[config.mk]
export PLATFORM = sky130hd
export DESIGN_NAME = pc_redirect_ctrl
export DESIGN_NICKNAME = d
export VERILOG_FILES = /design/src/rtl/pc_redirect_ctrl.sv
export SDC_FILE = /design/constraint.sdc
export NUM_CORES = 1
export LEC_CHECK = 0
export CORE_ASPECT_RATIO = 1.5
export CORE_MARGIN = 2
export CORE_UTILIZATION = 24
export DETAILED_ROUTE_END_ITERATION = 16
export PLACE_DENSITY_LB_ADDON = 0.15
export SLEW_MARGIN = 10
export SYNTH_ARGS = -nofsm -noshare
export SYNTH_HDL_FRONTEND = slang
export SYNTH_SLANG_ARGS = --single-unit
[constraint.sdc]
create_clock -name clk -period 1.8 [get_ports clk]
set_input_delay 0.18 -clock clk [delete_from_list [all_inputs] [get_ports clk]]
set_output_delay 0.18 -clock clk [all_outputs]
set_load 0.01 [all_outputs]
[src/rtl/pc_redirect_ctrl.sv]
// pc_redirect_ctrl: arbitrates pc redirect sources, merges stalls and runs the halt/drain/resume FSM.
// Optional: define PC_CTRL_STATS_EN to add redir_cnt_o, a saturating count of redirect cycles.
module pc_redirect_ctrl #(
    parameter logic [31:0] TRAP_VECTOR  = 32'h0000_0100,
    parameter int unsigned DRAIN_CYCLES = 4
) (
    input  logic        clk,
    input  logic        rst_n,
    input  logic        exc_req_i,
    input  logic        ex_br_req_i,
    input  logic [31:0] ex_br_target_i,
    input  logic        id_jmp_req_i,
    input  logic [31:0] id_jmp_target_i,
    input  logic        load_use_stall_i,
    input  logic        mem_stall_i,
    input  logic        halt_req_i,
    input  logic        resume_i,
    output logic [31:0] new_pc_o,
    output logic        change_pc_o,
    output logic        stall_o,
    output logic        halt_o,
    output logic        flush_if_o,
    output logic        flush_id_o,
`ifdef PC_CTRL_STATS_EN
    output logic [31:0] redir_cnt_o,
`endif
    output logic        halted_o
);
    typedef enum logic [1:0] {RUN, DRAIN, HALTED} state_t;
    localparam logic [3:0] LAST = 4'(DRAIN_CYCLES - 1);
    state_t     state, state_nxt;
    logic [3:0] cnt, cnt_nxt;
    logic       run, last, take_exc, take_br, take_jmp;
    // state and drain counter; reset also gates RUN outputs so everything drops at once
    always_ff @(posedge clk or negedge rst_n) begin
        if (!rst_n) begin
            state <= RUN;
            cnt   <= '0;
        end else begin
            state <= state_nxt;
            cnt   <= cnt_nxt;
        end
    end
    // redirect arbitration, stall merge, next state; a trap stuck behind a memory stall waits
    always_comb begin
        run         = (state == RUN) & rst_n;
        last        = cnt == LAST;
        take_exc    = run & exc_req_i & ~mem_stall_i;
        take_br     = run & ~exc_req_i & ex_br_req_i;
        take_jmp    = run & ~exc_req_i & ~ex_br_req_i & id_jmp_req_i;
        change_pc_o = take_exc | take_br | take_jmp;
        new_pc_o    = take_exc ? TRAP_VECTOR : take_br ? ex_br_target_i : take_jmp ? id_jmp_target_i : '0;
        flush_if_o  = change_pc_o;
        flush_id_o  = take_exc | take_br;
        stall_o     = (state == DRAIN) | (run & ~change_pc_o & (load_use_stall_i | mem_stall_i));
        halt_o      = (state == HALTED) | ((state == DRAIN) & last);
        halted_o    = state == HALTED;
        state_nxt   = (state == RUN)   ? ((halt_req_i & ~exc_req_i) ? DRAIN : RUN) :
                      (state == DRAIN) ? (last ? HALTED : DRAIN) :
                      (resume_i ? RUN : HALTED);
        cnt_nxt     = ((state == DRAIN) & ~last) ? cnt + 4'd1 : '0;
    end
`ifdef PC_CTRL_STATS_EN
    // saturating count of redirect cycles, only cleared by reset
    always_ff @(posedge clk or negedge rst_n) begin
        if (!rst_n) redir_cnt_o <= '0;
        else if (change_pc_o && redir_cnt_o != '1) redir_cnt_o <= redir_cnt_o + 32'd1;
    end
`endif
endmodule

==> metrics.txt <==
status=complete, but fails checks; failing checks=negative setup slack; syn_nets=150; Final Hold Violating Endpoints=0; sequential area share after synthesis=19.7%; DP Wirelength=2900 µm; CTS root buf=clkbuf_8; dpl cells=227; fin area=0.00247 mm²; commonest non-fill, non-tap cell in the layout=clkdlybuf4s50_1; syn avg cell area=10.0 µm²; hold-fix buffers at CTS=0; TritonCTS Buffers=3; area grow syn2layout=225%; Placed Area=0.00191 mm²; Setup CP Type=reg2out; GRT Util Overall=26.6%; CP Launch Type=flop; Worst VDD drop=644 µV; critical path arrival=1800 ps; RSZ-0062 raised after global routing=true; H-Tree Depth=1; Worst-Skew Late Latency=220 ps; final WL=5020 µm; Max Cap Violations=0; first-pass GRT wire length=7140 µm; CTS tree=yes; Core Util, Final=79.7%; Die Y=73.0 µm; gr busiest metal=met2; reg-to-reg critical path endpoint=cnt[2]; Core Area=0.00310 mm²; Data required, critical path=1620 ps; vias in the first global route=1324; ranking of synthesized cells by area=a22o_2 37%, dfrtp_1 20%, buf_6 5.9%; Routed Antenna Nets=0; post-synthesis mux area share=0%; final worst path period need=1980 ps; input/output buffers=110; Yosys top cell area share=36.8%; FP Rows=25; R2R cell count=4; Initial Utilization=24.6%; setup ws final=-182 ps; Boundary Pins=111; Fin Hold WS=22.3 ps; CP endpoint kind=output pin; worst-path fanout max=5; initial DRC count=17; fin. max-slew vios=0; ant diodes=0; GR Layer Usage met3=6.76%; fin nets=289; via count=1247; fmax=0.505 GHz; Synth cell types=26; largest area contributor in the netlist=a22o_2; first-pass iteration count of the detailed router=4; Lkg Pwr=1.19 nW; Mapped Area=761 µm²; TNS Setup=-3190 ps; gr ovfl total=0; Cells after Synth=76; Synth Register Bits=6; largest family of logic cells by synthesized area=compound AO/OA/AOI/OAI gates; die span in x=50.0 µm; Slew HR=82.5%; drt via density=4.93; die area=0.00365 mm²; Synth Area in Adders=1.64%; most frequent cells in the layout=71 x clkdlybuf4s50_1, 39 x buf_6, 24 x a22o_4; met1 Use GR=24.8%; initial antenna violation count=0; Worst-Margin Slew=260 ps; R2R setup slack=460 ps; clock slew seen by the registers of the worst setup and hold paths=30 ps; simple-gate share of the synthesized area=16.9%; hold crit path type=in2async; met2 Use GR=53.3%; Sink Count=6; final setup violating endpoints=35; fraction of layout cells with a size suffix above 1=51.6%; worst r2r src=state[1]; WL per Instance=19.8 µm; Layout Skew=0.738 ps; GP Congestion=0.729; Synth Area in XOR/XNOR=2.30%; Final Non-Filler Cells=253; YS warnings=0; post-synthesis compound-gate area fraction=45.6%; pin count of the biggest net entering global routing=13; power density over the cells=556 mW/mm²; DRC viols=0; Final period util=110%; clock buffer depth=2
-- state kept, by name, summed over array words and instances, names as in the netlist --
name,cells
cnt,4
state,2
-- layer usage --
metal  share of wire [%]  vias up
met3                 7.4       20
met5                   0        -
li1                    -      578
met2                  57       71
met4                 4.3        0
met1                  32      578
-- worst max-delay path by stage --
stage | startpoint | to | cells after the start
floorplan | state[0] | flush_if_o | 4
global placement | rst_n | new_pc_o[26] | 6
detailed placement | rst_n | new_pc_o[30] | 6
CTS | state[0] | new_pc_o[13] | 7
global route | state[1] | new_pc_o[13] | 7
finish | state[1] | new_pc_o[13] | 7
-- synth_stat cells --
master	count
nand2b_1	1
a221o_2	1
nor2_1	6
nor2_8	1
buf_4	1
nand3_1	2
nand2_1	2
a22o_2	28
a21oi_1	1
or2_2	2
nor3b_1	1
or2b_2	1
nor3_1	1
xnor2_1	1
dfrtp_1	6
inv_1	2
buf_8	3
o21ai_0	3
and4b_1	1
or3b_4	1
xor2_1	1
o41ai_1	1
a22o_1	3
buf_6	4
or2b_1	1
ha_1	1
-- report_power, final --
part           internal, mW  switching [mW]
Clock                 0.143          0.0506
Sequential            0.180          0.0383
Combinational         0.594           0.368
-- per-stage QoR --
stage / total power [mW] / setup WS [ps]
CTS: 1.30 / -147
global route: 1.45 / -214
floorplan: 0.532 / 171
detailed placement: 0.936 / -494
global placement: 0.923 / -467
finish: 1.37 / -182
-- area by class of cell --
class                      instances  area [µm²]
timing repair buffer             142        1500
multi-input combinational         60         721
fill                             173         628
sequential                         6         150
tap                               40        50.0
clock buffer                       3        41.3
inverter                           2        7.51
-- repair_timing --
item | CTS | global route
endpoints found under the setup margin | 37 | 35
gates cloned | 4 | 1
buffers inserted | 13 | 8
gates resized for setup | 212 | 12
pin swaps | 3 | 5
-- cell families after synthesis --
group                    after synthesis
AO/OA/AOI/OAI                         37
XOR/XNOR                               2
adder cells (fa/ha/maj)                1
buffers and inverters                 10
flip-flops                             6
AND/OR/NAND/NOR                       20
-- critical path: stages, from the launching register on --
cell and delay, ps:
dfrtp_1 410, or3b_4 460, nor2_8 150, buf_6 130, buf_16 120, buf_6 90
a22o_4 110, buf_6 100
No activity file was read; power rests on OpenSTA's default activity.
